**src/rtl/harvard_pkg.sv**
```systemverilog
// Shared definitions for the Harvard instruction side: opcode map,
// opcode field position, fetch FSM states and response classification.
package harvard_pkg;

  localparam int INSTR_W = 32;
  localparam int OPC_MSB = 31;
  localparam int OPC_LSB = 26;
  localparam int OPC_W   = OPC_MSB - OPC_LSB + 1;

  // MOV .. LRSH (including LOAD/STORE) occupy the contiguous range 0..16.
  localparam logic [OPC_W-1:0] OP_MOVI = 6'b000000;
  localparam logic [OPC_W-1:0] OP_LRSH = 6'b010000;
  localparam logic [OPC_W-1:0] OP_JMP  = 6'b010001;
  localparam logic [OPC_W-1:0] OP_HALT = 6'b111111;

  typedef enum logic [1:0] {
    ST_IDLE   = 2'd0,
    ST_RUN    = 2'd1,
    ST_DRAIN  = 2'd2,
    ST_HALTED = 2'd3
  } fetch_state_t;

  typedef enum logic [1:0] {
    RESP_PUSH    = 2'd0,
    RESP_JMP     = 2'd1,
    RESP_HALT    = 2'd2,
    RESP_ILLEGAL = 2'd3
  } resp_kind_t;

  // What the fetch unit does with a returned word, keyed on its opcode.
  function automatic resp_kind_t classify(input logic [OPC_W-1:0] opc);
    resp_kind_t kind;
    if (opc <= OP_LRSH)      kind = RESP_PUSH;
    else if (opc == OP_JMP)  kind = RESP_JMP;
    else if (opc == OP_HALT) kind = RESP_HALT;
    else                     kind = RESP_ILLEGAL;
    return kind;
  endfunction

endpackage

```
**src/rtl/instr_fetch_unit_if.sv**
```systemverilog
// Instruction-memory read port plus the code handshake toward decode.
//
// Handshake: code/code_valid come from the producer (master). A word moves
// on any cycle with code_valid & code_ready. While code_valid=1 and
// code_ready=0 the producer keeps code unchanged and code_valid high.
// code_ready may depend on nothing but the consumer's own state.
// Memory: imem_rdata answers the imem_en/imem_addr of the previous cycle.
interface instr_fetch_unit_if
  import harvard_pkg::*;
#(
  parameter int ADDR_W = 8
);
  logic               imem_en;
  logic [ADDR_W-1:0]  imem_addr;
  logic [INSTR_W-1:0] imem_rdata;
  logic [INSTR_W-1:0] code;
  logic               code_valid;
  logic               code_ready;

  modport master (
    output imem_en, imem_addr, code, code_valid,
    input  imem_rdata, code_ready
  );

  modport slave (
    input  imem_en, imem_addr, code, code_valid,
    output imem_rdata, code_ready
  );
endinterface

```
**src/rtl/fetch_fifo.sv**
```systemverilog
// Small synchronous FIFO holding prefetched instruction words.
// DEPTH must be a power of two so the pointers wrap on their own.
module fetch_fifo #(
  parameter int WIDTH = 32,
  parameter int DEPTH = 2
) (
  input  logic                   clk,
  input  logic                   rst,
  input  logic                   push,
  input  logic [WIDTH-1:0]       din,
  input  logic                   pop,
  output logic [WIDTH-1:0]       dout,
  output logic [$clog2(DEPTH):0] count,
  output logic                   empty
);
  localparam int PTR_W = $clog2(DEPTH);

  logic [WIDTH-1:0] store [DEPTH];
  logic [PTR_W-1:0] wr_ptr;
  logic [PTR_W-1:0] rd_ptr;

  // Pointer and occupancy bookkeeping; reset empties the queue.
  always_ff @(posedge clk) begin
    if (rst) begin
      wr_ptr <= '0;
      rd_ptr <= '0;
      count  <= '0;
    end else begin
      if (push) wr_ptr <= wr_ptr + 1'b1;
      if (pop)  rd_ptr <= rd_ptr + 1'b1;
      if (push && !pop)      count <= count + 1'b1;
      else if (!push && pop) count <= count - 1'b1;
    end
  end

  // Data storage needs no reset: count gates every read.
  always_ff @(posedge clk) begin
    if (push) store[wr_ptr] <= din;
  end

  assign dout  = store[rd_ptr];
  assign empty = (count == '0);

endmodule

```
**src/rtl/instr_fetch_unit.sv**
```systemverilog
// Instruction fetch: walks pc through instruction memory, prefetches into
// a small queue and hands words to decode. JMP and HALT are consumed here.
module instr_fetch_unit
  import harvard_pkg::*;
#(
  parameter int                ADDR_W     = 8,
  parameter int                FIFO_DEPTH = 2,
  parameter logic [ADDR_W-1:0] RESET_PC   = '0
) (
  input  logic                clk,
  input  logic                rst,
  input  logic                start,
  instr_fetch_unit_if.master  bus,
  output logic [ADDR_W-1:0]   pc,
  output logic                halted,
  output logic                illegal,
  output fetch_state_t        state
);
  localparam int CNT_W = $clog2(FIFO_DEPTH) + 1;
  localparam logic [CNT_W:0] DEPTH_L = (CNT_W + 1)'(FIFO_DEPTH);

  fetch_state_t       state_nxt;
  logic               inflight;    // a request was issued last cycle
  logic               squash;      // ... and its response must be dropped
  logic               req;
  logic               pop;
  logic               push;
  logic               resp_valid;
  logic               is_jmp;
  logic               is_halt;
  logic [OPC_W-1:0]   opc;
  resp_kind_t         kind;
  logic [CNT_W-1:0]   count;
  logic               fifo_empty;
  logic [INSTR_W-1:0] fifo_head;
  logic [CNT_W:0]     occ;
  logic [CNT_W:0]     lim;
  logic               unused_rdata_bits;

  assign unused_rdata_bits = ^bus.imem_rdata[OPC_LSB-1:ADDR_W];

  // Classify this cycle's memory response and derive push/jump/halt/illegal.
  always_comb begin
    opc        = bus.imem_rdata[OPC_MSB:OPC_LSB];
    kind       = classify(opc);
    resp_valid = inflight & ~squash;
    push       = resp_valid & (kind == RESP_PUSH);
    is_jmp     = resp_valid & (kind == RESP_JMP);
    is_halt    = resp_valid & (kind == RESP_HALT);
    illegal    = resp_valid & (kind == RESP_ILLEGAL);
  end

  // Issue a read only if the queue can absorb it even when nobody pops;
  // a pop this cycle frees one slot early, which keeps one word per cycle.
  always_comb begin
    pop = bus.code_valid & bus.code_ready;
    occ = {1'b0, count} + {{CNT_W{1'b0}}, inflight};
    lim = DEPTH_L + {{CNT_W{1'b0}}, pop};
    req = (state == ST_RUN) && (occ < lim);
  end

  // pc, outstanding-request and squash tracking. A JMP or HALT response
  // kills the request issued alongside it; older queued words stay.
  always_ff @(posedge clk) begin
    if (rst) begin
      pc       <= RESET_PC;
      inflight <= 1'b0;
      squash   <= 1'b0;
    end else begin
      inflight <= req;
      squash   <= req & (is_jmp | is_halt);
      if (is_jmp)   pc <= bus.imem_rdata[ADDR_W-1:0];
      else if (req) pc <= pc + 1'b1;
    end
  end

  // Fetch state register.
  always_ff @(posedge clk) begin
    if (rst) state <= ST_IDLE;
    else     state <= state_nxt;
  end

  // Next-state logic; HALTED is left only through reset.
  always_comb begin
    state_nxt = state;
    case (state)
      ST_IDLE:   if (start)      state_nxt = ST_RUN;
      ST_RUN:    if (is_halt)    state_nxt = ST_DRAIN;
      ST_DRAIN:  if (fifo_empty) state_nxt = ST_HALTED;
      ST_HALTED: state_nxt = ST_HALTED;
      default:   state_nxt = ST_IDLE;
    endcase
  end

  fetch_fifo #(
    .WIDTH (INSTR_W),
    .DEPTH (FIFO_DEPTH)
  ) u_fifo (
    .clk   (clk),
    .rst   (rst),
    .push  (push),
    .din   (bus.imem_rdata),
    .pop   (pop),
    .dout  (fifo_head),
    .count (count),
    .empty (fifo_empty)
  );

  assign bus.imem_en    = req;
  assign bus.imem_addr  = req ? pc : '0;
  assign bus.code_valid = ~fifo_empty;
  assign bus.code       = fifo_empty ? '0 : fifo_head;
  assign halted         = (state == ST_HALTED);

endmodule

```
**src/flat_wrapper.sv**
```systemverilog
// flat-port wrapper written by rule: the top's interface ports become plain ports
module instr_fetch_unit_flat import harvard_pkg::*;
#(
  parameter int                ADDR_W     = 8,
  parameter int                FIFO_DEPTH = 2,
  parameter logic [ADDR_W-1:0] RESET_PC   = '0
)
  (clk, rst, start, pc, halted, illegal, state, bus_imem_en, bus_imem_addr, bus_code, bus_code_valid, bus_imem_rdata, bus_code_ready);
  instr_fetch_unit_if #(.ADDR_W(ADDR_W)) bus_i ();
  input  logic clk;
  input  logic rst;
  input  logic start;
  output logic [ADDR_W-1:0] pc;
  output logic halted;
  output logic illegal;
  output fetch_state_t state;
  output wire logic [$bits(bus_i.imem_en)-1:0] bus_imem_en;
  output wire logic [$bits(bus_i.imem_addr)-1:0] bus_imem_addr;
  output wire logic [$bits(bus_i.code)-1:0] bus_code;
  output wire logic [$bits(bus_i.code_valid)-1:0] bus_code_valid;
  input wire logic [$bits(bus_i.imem_rdata)-1:0] bus_imem_rdata;
  input wire logic [$bits(bus_i.code_ready)-1:0] bus_code_ready;
  assign bus_imem_en = bus_i.imem_en;
  assign bus_imem_addr = bus_i.imem_addr;
  assign bus_code = bus_i.code;
  assign bus_code_valid = bus_i.code_valid;
  assign bus_i.imem_rdata = bus_imem_rdata;
  assign bus_i.code_ready = bus_code_ready;
  instr_fetch_unit #(.ADDR_W(ADDR_W), .FIFO_DEPTH(FIFO_DEPTH), .RESET_PC(RESET_PC)) u_core (.clk(clk), .rst(rst), .start(start), .bus(bus_i), .pc(pc), .halted(halted), .illegal(illegal), .state(state));
endmodule
```
**config.mk**
```make
export PLATFORM = sky130hd
export DESIGN_NAME = instr_fetch_unit_flat
export DESIGN_NICKNAME = d
export VERILOG_FILES = /design/src/rtl/harvard_pkg.sv /design/src/rtl/instr_fetch_unit_if.sv /design/src/rtl/fetch_fifo.sv /design/src/rtl/instr_fetch_unit.sv /design/src/flat_wrapper.sv
export SDC_FILE = /design/constraint.sdc
export NUM_CORES = 1
export LEC_CHECK = 0
export ABC_AREA = 0
export CORE_MARGIN = 10
export CORE_UTILIZATION = 53
export DETAILED_ROUTE_END_ITERATION = 12
export PLACE_DENSITY_LB_ADDON = 0.08
export SYNTH_ARGS = -nofsm -noshare
export SYNTH_HDL_FRONTEND = slang
export SYNTH_HIERARCHICAL = 1
export SYNTH_SLANG_ARGS = --single-unit
```
**constraint.sdc**
```tcl
create_clock -name clk -period 6.45 [get_ports clk]
set_clock_uncertainty 0.15 [all_clocks]
set_input_delay 1.29 -clock clk [delete_from_list [all_inputs] [get_ports clk]]
set_output_delay 1.29 -clock clk [all_outputs]
set_load 0.03 [all_outputs]
```
## Yosys cells after proc, flatten, opt, wreduce, memory -nomap -nowiden

Memory sizes are Yosys's and may differ from the RTL's. A register that Yosys moved wholly into a read port is not among the register bits.
Cells that the tools add are included.

| word-level totals | value |
|---|---|
| bits in registers | 16 |
| latch bits | 0 |
| bits in writable memories | 64 |
| bits in read-only memories | 0 |
| input bits | 36 |
| memories kept | 1 |

Memories:

| memory | depth | width | rd ports | clocked after memory_dff | write ports | RTL line | text |
|---|---|---|---|---|---|---|---|
| u_core.u_fifo.store | 2 | 32 | 1 | 1 | 1 | fetch_fifo.sv:18 | `logic [WIDTH-1:0] store [DEPTH];` |

| cells by class | value |
|---|---|
| add/sub/neg operators | 7 |
| $mul | 0 |
| divide/modulo/power cells | 0 |
| $lt $le $gt $ge | 2 |
| equal/unequal tests | 11 |
| shift-type cells | 0 |
| mux-type cells | 17 |
| bitwise operators | 10 |
| reduce and logical (&&, ||, !) cells | 11 |

Operators with widths:

| operator | count |
|---|---|
| 2-to-1 mux 32 bit | 1 |
| 2-to-1 mux 8 bit | 3 |
| 2-to-1 mux 2 bit | 7 |
| adder 8 x 1 -> 8 bit, second input constant | 1 |
| == test 2 bit, second input constant | 4 |
| one-hot mux 2 bit (4 select lines) | 1 |
| AND 1 bit | 7 |
| == test 6 x 5 -> 1 bit, second input constant | 1 |
| == test 6 bit, second input constant | 1 |
| <= comparator 6 x 5 -> 1 bit, second input constant | 1 |
| logical NOT 2 bit | 3 |
| 2-to-1 mux 1 bit | 5 |
| == test 2 x 1 -> 1 bit, second input constant | 2 |
| inequality test 2 x 1 -> 1 bit, second input constant | 2 |
| nonzero test 2 bit | 2 |
| adder 2 x 1 -> 3 bit | 1 |
| adder 2 x 1 -> 3 bit, first input constant | 1 |
| logical AND 1 bit | 3 |
| less-than comparator 3 bit | 1 |
| AND reduction 3 bit | 1 |
| adder 1 bit, second input constant | 2 |
| adder 2 x 1 -> 2 bit, second input constant | 1 |
| logical NOT 1 bit | 2 |
| inequality test 2 bit, second input constant | 1 |
| 3 further kinds | 4 |

## Depth between registers and ports, before layout

| logic depth | value |
|---|---|
| word-level depth | 10 |
| gate-level depth with buffers | 8 |

## Modules after synthesis

The synthesis kept the hierarchy.

Modules (own cells, without submodules):

| module | times used | cells each | area each (sq um) | seq. area each (sq um) |
|---|---|---|---|---|
| fetch_fifo | 1 | 121 | 2508.7 | 2021.9 |
| instr_fetch_unit | 1 | 127 | 1056.0 | 240.2 |

## Worst setup path after synthesis

Ideal clock, no wire load.

| path | value |
|---|---|
| path kind | input to register |
| start point | input port bus_imem_rdata[27] |
| end point | memory u_core.u_fifo.store[0][0], enable pin |
| arrival | 3874 ps |
| path slack | 2001 ps |
| stages on the path | 4 |
| path through | or3_1 > or2_2 > a211oi_1 > nor2b_1 |

| between the ends | value |
|---|---|
| word-level cells in the longest chain between the ends | 8 |
| elaborated cells on any way between the ends | 10 |

RTL lines:

| what | RTL line | text |
|---|---|---|
| start: declaration | flat_wrapper.sv:21 | `input wire logic [$bits(bus_i.imem_rdata)-1:0] bus_imem_rdata;` |
| parallel branches: the longest is 3 deep, another holds <= comparator 6 x 5 -> 1 bit | -- |  |
| 2-to-1 mux 2 bit (*) | harvard_pkg.sv:33 | `if (opc <= OP_LRSH) kind = RESP_PUSH;` |
| logical NOT 2 bit (*) | instr_fetch_unit.sv:47 | `push = resp_valid & (kind == RESP_PUSH);` |
| AND 1 bit (*) | instr_fetch_unit.sv:47 |  |
| via u_core.push | instr_fetch_unit.sv:27 | `logic push;` |
| 2-to-1 mux 1 bit (*) | fetch_fifo.sv:38 | `if (push) store[wr_ptr] <= din;` |
| 2-to-1 mux 1 bit (implied by the code) (*) | fetch_fifo.sv:38 |  |
| end: declaration | fetch_fifo.sv:18 |  |

Mark *: on every way through the listed nets, which the timed path passes.

## Worst setup path in the final report

| path | value |
|---|---|
| start point | input port bus_code_ready |
| end point | output port bus_imem_addr[2] |

| between the ends | value |
|---|---|
| word-level cells in the longest chain between the ends | 5 |

RTL lines:

| what | RTL line | text |
|---|---|---|
| start: declaration | flat_wrapper.sv:22 | `input wire logic [$bits(bus_i.code_ready)-1:0] bus_code_ready;` |
| AND 1 bit | instr_fetch_unit.sv:56 | `pop = bus.code_valid & bus.code_ready;` |
| adder 2 x 1 -> 3 bit | instr_fetch_unit.sv:58 | `lim = DEPTH_L + {{CNT_W{1'b0}}, pop};` |
| less-than comparator 3 bit | instr_fetch_unit.sv:59 | `req = (state == ST_RUN) && (occ < lim);` |
| logical AND 1 bit | instr_fetch_unit.sv:59 |  |
| 2-to-1 mux 8 bit | instr_fetch_unit.sv:110 | `assign bus.imem_addr = req ? pc : '0;` |
| end: declaration | flat_wrapper.sv:18 | `output wire logic [$bits(bus_i.imem_addr)-1:0] bus_imem_addr;` |

No other way between the ends.

==> results_dict.tcl <==
set metrics [dict create \
    status "complete, no violations" \
    avgSynthCellArea_um2 14.37 \
    vias 2203 \
    drt_iter0_markers 52 \
    grt_overflow 0 \
    clock_latency_ns 0.34 \
    clock_path_buffers 2 \
    drive_gt1_share_pct 17.49 \
    cts_tree "yes" \
    cp.arrival_ns 3.61 \
    peakVddDrop_uv 219.8 \
    fmax_mhz 197.9 \
    drv_slew 0 \
    crit_chain "clkdlybuf4s50_1 -> or3b_1 -> a21oi_2 -> and2_1 -> clkdlybuf4s50_1" \
    synth_top_cell_by_area "edfxtp_1" \
    crit_path_top_delay_cell "clkdlybuf4s50_1" \
    rows 29 \
    antenna_found_initial 0 \
    root_buffer "clkbuf_8" \
    route.detailed.wl_per_inst_um 17.95 \
    die_height_um 102.0 \
    synth_area_leaders "edfxtp_1 54%, dfxtp_1 9.5%, mux2_2 9.5%, nor2b_1 5.6%, a211oi_2 2.5%" \
    fin_nets 378 \
    yosys_register_bits 81 \
    hold_violations 0 \
    path_clk_slew_ns 0.08 \
    grt_max_degree 36 \
    criticalPathCategory "in2out" \
    cts.sinks 81 \
    ctsHoldBuffers 0 \
    worst_ep_required_time_ns 5.01 \
    cp_common_cell "clkdlybuf4s50_1" \
    setup_tns_ns 0 \
    die_w_um 102.0 \
    finalCriticalPeriod_ns 5.052 \
    synthDominantCellAreaShare_pct 53.91 \
    core_mm2 0.006459 \
    crit_path_end_kind "output port" \
    setup_slack_ns 1.398 \
    cts_made_buffers 9 \
    p_leak_nw 1.523 \
    grt_pass1_vias 2280 \
    htree_levels 3 \
    dp.cells 404 \
    min_path_type "reg2reg" \
    syn-num-nets 288 \
    final_cells 420 \
    fin_crit_sh_pct 78.33 \
    cts_setup_buffers 0 \
    finalSetupViolations 0 \
    critPathMaxFanout 12 \
    drc 0 \
    diodes 0 \
    syn_inst 248 \
    maxCapViolCount 0 \
    ioPinCount 90 \
    vias_per_cell 5.245 \
    synth-seq-area-share_pct 63.46 \
    grt_pass1_wl_um 11560 \
    rsz0062_at_grt "no" \
    die_area_mm2 0.01041 \
    startpoint_type "input port" \
    hold_ws_ns 0.3716 \
    hpwl_um 5237 \
    max_stage_delay_ns 0.68 \
    dpl_worst_slack_ns 1.389 \
    finalWirelength_um 7537 \
    maxSlewHeadroom_pct 34.97 \
    p_per_area_mw_per_mm2 329.8 \
    syn_to_final_growth_pct 31.59 \
    antenna_left 0 \
    io_buffers 89 \
    netlist_area_mm2 0.003565 \
    grt_usage_pct 14.24 \
    ys_types 35 \
    worst_slew_pin_slew_ns 0.9733 \
    initial_core_util_pct 55.19 \
    fillCellCount 437 \
    drtPass1Iterations 4 \
    yosysWarnings 6 \
    ctsResizeCount 0 \
    power_w 0.001547 \
    place_congestion 0.8328 \
]
[kinds of logic after synthesis]
kind of cell	Yosys count	share of synthesized area [%]
and+or+nand+nor	80	12.88
xor gates and xnor gates	11	2.703
adders and majority gates	4	1.404
AOI/OAI and AO/OA	23	6.564
buffers and inverters	16	2.597
muxes	33	10.39
DFF	81	63.46
[through the flow]
| stage | util, % | area (um2) |
|---|---|---|
| CTS | 72.63 | 4691 |
| floorplan | - | 3565 |
| global route | 72.63 | 4691 |
| finish | 72.63 | 4691 |
| detailed placement | 69.72 | 4503 |
| global placement | 69.72 | 4503 |
[cells in the final DEF, fill, tap and decap left out]
| cell | n |
|---|---|
| clkdlybuf4s50_1 | 89 |
| edfxtp_1 | 64 |
| nor2b_1 | 31 |
| mux2_2 | 30 |
| dfxtp_1 | 17 |
| nor2_1 | 15 |
| and2_1 | 10 |
| clkbuf_8 | 9 |
| xnor2_1 | 9 |
| a211oi_1 | 7 |
| a211oi_2 | 7 |
| and2b_1 | 4 |
| nand3_1 | 4 |
| ha_1 | 4 |
| clkinvlp_4 | 3 |
| or3_1 | 3 |
| a21oi_1 | 3 |
| inv_1 | 3 |
| buf_4 | 3 |
| clkbuf_1 | 2 |
| or3b_1 | 2 |
| nand2_1 | 2 |
| nand4_1 | 2 |
| nor3_1 | 2 |
| a2111oi_2 | 2 |
| mux2_1 | 2 |
| xor2_1 | 2 |
| bufinv_16 | 1 |
| clkinv_1 | 1 |
| a21oi_2 | 1 |
| or2_2 | 1 |
| nand2b_1 | 1 |
| mux2i_1 | 1 |
| or4_1 | 1 |
| a21boi_1 | 1 |
| a2111oi_4 | 1 |
| nor2_2 | 1 |
| nor2b_4 | 1 |
| o21ai_0 | 1 |
[Yosys cell counts, drive strengths merged]
cell / number
a211oi: 14
nand2: 2
a21oi: 4
buf: 9
nor2b: 32
nor3: 2
and2b: 4
xor2: 2
nand2b: 1
nand4: 2
dfxtp: 17
edfxtp: 64
o21ai: 1
or4: 1
mux2: 32
nor2: 16
xnor2: 9
mux2i: 1
clkbuf: 4
inv: 3
ha: 4
or3b: 2
or3: 3
or2: 1
and2: 10
nand3: 4
a2111oi: 3
a21boi: 1
[sequential cells by signal, indices dropped and copies added, names as in the netlist, named ones only]
register	count
u_core/u_fifo/store	64
u_core/pc	8
u_core/state	2
u_core/u_fifo/count	2
u_core/inflight	1
u_core/squash	1
u_core/u_fifo/rd_ptr	1
u_core/u_fifo/wr_ptr	1
[power breakdown]
part / internal [W] / total (W) / switching [W]
Sequential: 0.000581 / 0.000595 / 0.0000146
Combinational: 0.000255 / 0.000599 / 0.000344
Clock: 0.000178 / 0.000353 / 0.000175
Total: 0.00101 / 0.00155 / 0.000533
[layout make-up]
cell class                      count  area (um2)  area share (%)
Clock buffer                       11       131.4           2.801
Clock inverter                      5       56.30           1.200
Inverter                            3       11.26          0.2401
Multi-Input combinational cell    151        1220           26.01
Sequential cell                    81        2262           48.23
Tap cell                           77       96.34           2.054
Timing Repair Buffer               92       913.4           19.47
[routing by layer]
metal	global-route usage, %	up-vias	wire length [um]	part of all wire, %
met5	0	-	0	0
met4	3.905	0	52	0.69
met3	4.858	4	485	6.4
met2	24.79	59	3842	51
met1	16.33	1064	3157	42
li1	-	1076	-	-
[critical path: cells and delay by family]
| family | cells | cell delay, ns |
|---|---|---|
| buffers and inverters | 2 | 1.16 |
| and+or+nand+nor | 2 | 0.71 |
| AOI/OAI and AO/OA | 1 | 0.45 |
[worst paths after layout]
check,slack [ns],from,end,cells past startpoint
setup / recovery,1.40,bus_code_ready,bus_imem_addr[2],5
hold / removal,0.37,u_core/u_fifo/count[1],u_core/u_fifo/count[1],2
setup reg to reg,3.96,u_core/squash,u_core/u_fifo/store[1][24],4
hold reg to reg,0.37,u_core/u_fifo/count[1],u_core/u_fifo/count[1],2
Power figures use the tool's default switching activity.
==> RTL edit 1: new RTL, same settings <==
`FIFO_DEPTH` is set to 2 in 2 places; all go to 4.
--- a/src/rtl/instr_fetch_unit.sv
+++ b/src/rtl/instr_fetch_unit.sv
@@ -6,3 +6,3 @@
   parameter int                ADDR_W     = 8,
-  parameter int                FIFO_DEPTH = 2,
+  parameter int                FIFO_DEPTH = 4,
   parameter logic [ADDR_W-1:0] RESET_PC   = '0
--- a/src/flat_wrapper.sv
+++ b/src/flat_wrapper.sv
@@ -4,3 +4,3 @@
   parameter int                ADDR_W     = 8,
-  parameter int                FIFO_DEPTH = 2,
+  parameter int                FIFO_DEPTH = 4,
   parameter logic [ADDR_W-1:0] RESET_PC   = '0
Behaviour: not the same (Yosys sat finds a counterexample within 4 cycles, from zero or initial values and one cycle with rst high).
==> RTL edit 1 against the unedited design <==
- setup slack improved by 0.17 ns
- combinational power is 59% higher
- final area grew 64%
- synthesized area rose by 71%
- sequential cell count is 68 higher
- die area up 56%
- sequential share of layout area rose by 7.2 points
- routed wire length increased by 49%
- power increased by 100%
- critical path type unchanged
- critical endpoint is now bus_imem_addr[3]
- highest routed layer unchanged
==> RTL edit 1: results (changes against the unedited design) <==
<table>
<tr><th>Metric</th><th>Value</th></tr>
<tr><th colspan="2">GRT</th></tr>
<tr><td>Vias in the first global route</td><td>3435 (was 2280)</td></tr>
<tr><td>GRT Overall Usage</td><td>14.4% (was 14.2%)</td></tr>
<tr><td>Global-route wire length before repair</td><td>18000 um (was 11600 um)</td></tr>
<tr><td>Met2 Resource Use GR</td><td>24.0% (was 24.8%)</td></tr>
<tr><th colspan="2">Final layout</th></tr>
<tr><td>Share of post-route cells with drive strength above 1</td><td>17.8% (was 17.5%)</td></tr>
<tr><th colspan="2">Route</th></tr>
<tr><td>Total length of routed met3 wires</td><td>734 um (was 485 um)</td></tr>
<tr><td>Met1 wire length</td><td>4670 um (was 3160 um)</td></tr>
<tr><td>Average detailed-routed wire length per instance</td><td>19.3 um (was 17.9 um)</td></tr>
<tr><th colspan="2">Power and ir drop</th></tr>
<tr><td>Max rail drop VDD</td><td>407 uV (was 220 uV)</td></tr>
<tr><td>Power of the combinational group</td><td>0.953 mW (was 0.599 mW)</td></tr>
<tr><td>Fraction of power spent switching nets</td><td>30.0% (was 34.5%)</td></tr>
<tr><th colspan="2">STA</th></tr>
<tr><td>Measured slew at the worst slew-check pin</td><td>0.912 ns (was 0.973 ns)</td></tr>
<tr><th colspan="2">Placement</th></tr>
<tr><td>Post-Place Worst Slack</td><td>1.52 ns (was 1.39 ns)</td></tr>
<tr><th colspan="2">Status</th></tr>
<tr><td>Status</td><td>finished clean (unchanged)</td></tr>
<tr><th colspan="2">Worst setup path</th></tr>
<tr><td>Reg2Reg Launch Point</td><td>u_core/inflight$_SDFF_PP0_ (was u_core/squash$_SDFF_PP0_)</td></tr>
<tr><td>Max FO, Critical Path</td><td>18 (was 12)</td></tr>
<tr><td>Worst r2r path cells</td><td>8 (was 4)</td></tr>
<tr><th colspan="2">Clock network</th></tr>
<tr><td>CTS Root Buffer Type</td><td>sky130_fd_sc_hd__clkbuf_16 (was sky130_fd_sc_hd__clkbuf_8)</td></tr>
<tr><td>Max H-tree Level</td><td>4 (was 3)</td></tr>
<tr><th colspan="2">Synth</th></tr>
<tr><td>Post-Synth Adder-Cell Area</td><td>1.97% (was 1.40%)</td></tr>
</table>
==> RTL edit 1: cell types whose count changed in the layout (fill, tap and decap cells not counted), moves of 6 or more <==
cell                        delta
sky130_fd_sc_hd__mux4_2       +30
sky130_fd_sc_hd__edfxtp_1     +64
sky130_fd_sc_hd__clkbuf_16    +17
sky130_fd_sc_hd__mux2_2       -30
sky130_fd_sc_hd__xor2_1        +6
==> RTL edit 1: critical path, cell delays in order <==
cell	delay, ns
sky130_fd_sc_hd__clkdlybuf4s50_1	0.47
sky130_fd_sc_hd__nor4b_1	0.25
sky130_fd_sc_hd__o211a_1	0.53
sky130_fd_sc_hd__and2_1	0.21
sky130_fd_sc_hd__clkdlybuf4s50_1	0.68
==> RTL edit 1: final cells by class <==
class	count	area, um^2	area share (%)
clock buffer	22	484	6.29
clock inverter	9	173	2.24
inverter	5	18.8	0.244
multi-input combinational	163	1680	21.8
sequential	149	4270	55.4
tap	143	179	2.32
timing repair buffer	91	906	11.8
==> RTL edit 2: new RTL, config.mk and constraints unchanged <==
Without the edit above. Reset style: asynchronous (`rst`), changed in 3 clocked blocks.
--- a/src/rtl/fetch_fifo.sv
+++ b/src/rtl/fetch_fifo.sv
@@ -22,3 +22,3 @@
   // Pointer and occupancy bookkeeping; reset empties the queue.
-  always_ff @(posedge clk) begin
+  always_ff @(posedge clk or posedge rst) begin
     if (rst) begin
--- a/src/rtl/instr_fetch_unit.sv
+++ b/src/rtl/instr_fetch_unit.sv
@@ -63,3 +63,3 @@
   // kills the request issued alongside it; older queued words stay.
-  always_ff @(posedge clk) begin
+  always_ff @(posedge clk or posedge rst) begin
     if (rst) begin
@@ -77,3 +77,3 @@
   // Fetch state register.
-  always_ff @(posedge clk) begin
+  always_ff @(posedge clk or posedge rst) begin
     if (rst) state <= ST_IDLE;
Behaviour: differs if rst is asserted again (counterexample within 4 cycles, from zero or initial values and one cycle with rst high); with rst held inactive, the same outputs for 10 cycles.
==> RTL edit 2 against the unedited design <==
- die area increased by 3.1%
- hold slack improved by 0.0064 ns
- routed wire length shrank 0.49%
- setup slack worse by 0.086 ns
- sequential cell count is 1 lower
- critical path depth is the same
- via count is 3.8% lower
- final area up 3.8%
- synthesized area increased by 3.9%
- count of clock-buffer cells in the layout shrank 2
- sequential power rose by 7.1%
- utilization shrank 0.95 points
- power is 14% higher
==> RTL edit 2: results (changes against the unedited design) <==
<table>
<tr><th>Metric</th><th>Value</th></tr>
<tr><th colspan="2">Power and ir drop</th></tr>
<tr><td>Max rail drop VDD</td><td>180 uV (was 220 uV)</td></tr>
<tr><td>Leakage</td><td>1.75 nW (was 1.52 nW)</td></tr>
<tr><th colspan="2">Placement</th></tr>
<tr><td>Instance area after placement</td><td>4630 um^2 (was 4500 um^2)</td></tr>
<tr><th colspan="2">Route</th></tr>
<tr><td>Average detailed-routed wire length per instance</td><td>17.4 um (was 17.9 um)</td></tr>
<tr><td>Via count</td><td>2119 (was 2203)</td></tr>
<tr><th colspan="2">Worst setup path</th></tr>
<tr><td>Reg2Reg Launch Point</td><td>u_core/squash$_DFF_PP0_ (was u_core/squash$_SDFF_PP0_)</td></tr>
<tr><td>Critical register-to-register path endpoint</td><td>u_core/u_fifo/store[0][26]$_DFFE_PP_ (was u_core/u_fifo/store[1][24]$_DFFE_PP_)</td></tr>
<tr><td>Worst reg2reg setup slack</td><td>3.92 ns (was 3.96 ns)</td></tr>
<tr><th colspan="2">Final layout</th></tr>
<tr><td>Synthesis-to-finish area growth</td><td>31.5% (was 31.6%)</td></tr>
<tr><td>Share of post-route cells with drive strength above 1</td><td>17.4% (was 17.5%)</td></tr>
<tr><th colspan="2">Synth</th></tr>
<tr><td>Post-synthesis net count</td><td>279 (was 288)</td></tr>
<tr><td>Leading cell types by count after synthesis</td><td>64 x sky130_fd_sc_hd__edfxtp_1, 31 x sky130_fd_sc_hd__nor2b_1, 29 x sky130_fd_sc_hd__mux2_4 (was 64 x sky130_fd_sc_hd__edfxtp_1, 32 x sky130_fd_sc_hd__nor2b_1, 30 x sky130_fd_sc_hd__mux2_2)</td></tr>
<tr><td>Count of cell types in the netlist</td><td>36 (was 35)</td></tr>
<tr><td>Seq/Total Area, Yosys</td><td>62.7% (was 63.5%)</td></tr>
<tr><td>Post-synth ARST share</td><td>20.0% (was 0%)</td></tr>
<tr><td>Top area cells in the synthesized netlist</td><td>sky130_fd_sc_hd__edfxtp_1 52%, sky130_fd_sc_hd__mux2_4 12%, sky130_fd_sc_hd__dfrtp_1 11%, sky130_fd_sc_hd__nor2b_1 5.2%, sky130_fd_sc_hd__xnor2_1 1.7% (was sky130_fd_sc_hd__edfxtp_1 54%, sky130_fd_sc_hd__dfxtp_1 9.5%, sky130_fd_sc_hd__mux2_2 9.5%, sky130_fd_sc_hd__nor2b_1 5.6%, sky130_fd_sc_hd__a211oi_2 2.5%)</td></tr>
<tr><th colspan="2">Min path</th></tr>
<tr><td>End point of the most critical hold path</td><td>u_core/u_fifo/count[1]$_DFFE_PP0P_ (was u_core/u_fifo/count[1]$_SDFFE_PP0P_)</td></tr>
<tr><th colspan="2">Status</th></tr>
<tr><td>Status</td><td>finished clean (unchanged)</td></tr>
<tr><th colspan="2">STA</th></tr>
<tr><td>Rel. slew slack</td><td>29.8% (was 35.0%)</td></tr>
<tr><td>Worst hold-check slack</td><td>0.378 ns (was 0.372 ns)</td></tr>
</table>
-- RTL edit 2: layer usage --
layer / up-vias / share of wire (%) / GRT usage [%]
li1: 1040 / - / -
met3: 6 / 7.0 / 6.13
met5: - / 0 / 0
met1: 1012 / 40 / 15.1
met4: 0 / 0.83 / 4.13
met2: 61 / 52 / 24.9
-- RTL edit 2: kinds of logic after synthesis --
logic type,Yosys count,share of synthesized area (%)
DFF,80,62.7
and+or+nand+nor,71,11.7
muxes,34,13.2
AOI/OAI and AO/OA,20,4.53
buffers and inverters,18,3.61
xor gates and xnor gates,12,2.84
adders and majority gates,4,1.35
-- RTL edit 2: worst max-delay path, cell delays in order --
cell	delay [ns]
sky130_fd_sc_hd__clkdlybuf4s50_1	0.46
sky130_fd_sc_hd__or3b_1	0.53
sky130_fd_sc_hd__a21oi_2	0.52
sky130_fd_sc_hd__and2_1	0.21
sky130_fd_sc_hd__clkdlybuf4s50_1	0.67
-- RTL edit 2: worst max-delay path by stage --
stage / startpoint / to / slack [ns] / cells after the start
after global routing: bus_code_ready / bus_imem_addr[6] / 1.18 / 5
after CTS: bus_code_ready / bus_imem_addr[1] / 1.28 / 5
after detailed placement: bus_code_ready / bus_imem_addr[1] / 1.29 / 5
after floorplan: bus_imem_rdata[27] / u_core/u_fifo/store[0][0]$_DFFE_PP_ / 1.95 / 4
final: bus_code_ready / bus_imem_addr[1] / 1.31 / 5
after global placement: bus_code_ready / bus_imem_addr[5] / 1.37 / 5
-- RTL edit 2: metrics by stage --
step / cells / power (mW) / worst slack, ns
floorplan: 239 / 1.12 / 1.95
global placement: 414 / 1.34 / 1.37
detailed placement: 414 / 1.34 / 1.29
CTS: 430 / 1.79 / 1.28
global route: 430 / 1.84 / 1.18
finish: 430 / 1.76 / 1.31
-- RTL edit 2: layout make-up --
type	count	share of cell area [%]
Clock buffer	9	2.54
Sequential cell	80	47.7
Inverter	7	0.540
Timing Repair Buffer	90	18.4
Tap cell	96	2.47
Multi-Input combinational cell	141	25.8
Clock inverter	7	2.44
-- RTL edit 2: power by group --
| group | total [mW] | internal [mW] | switching (mW) |
|---|---|---|---|
| Combinational | 0.683 | 0.342 | 0.342 |
| Clock | 0.439 | 0.258 | 0.181 |
| Sequential | 0.637 | 0.568 | 0.0686 |
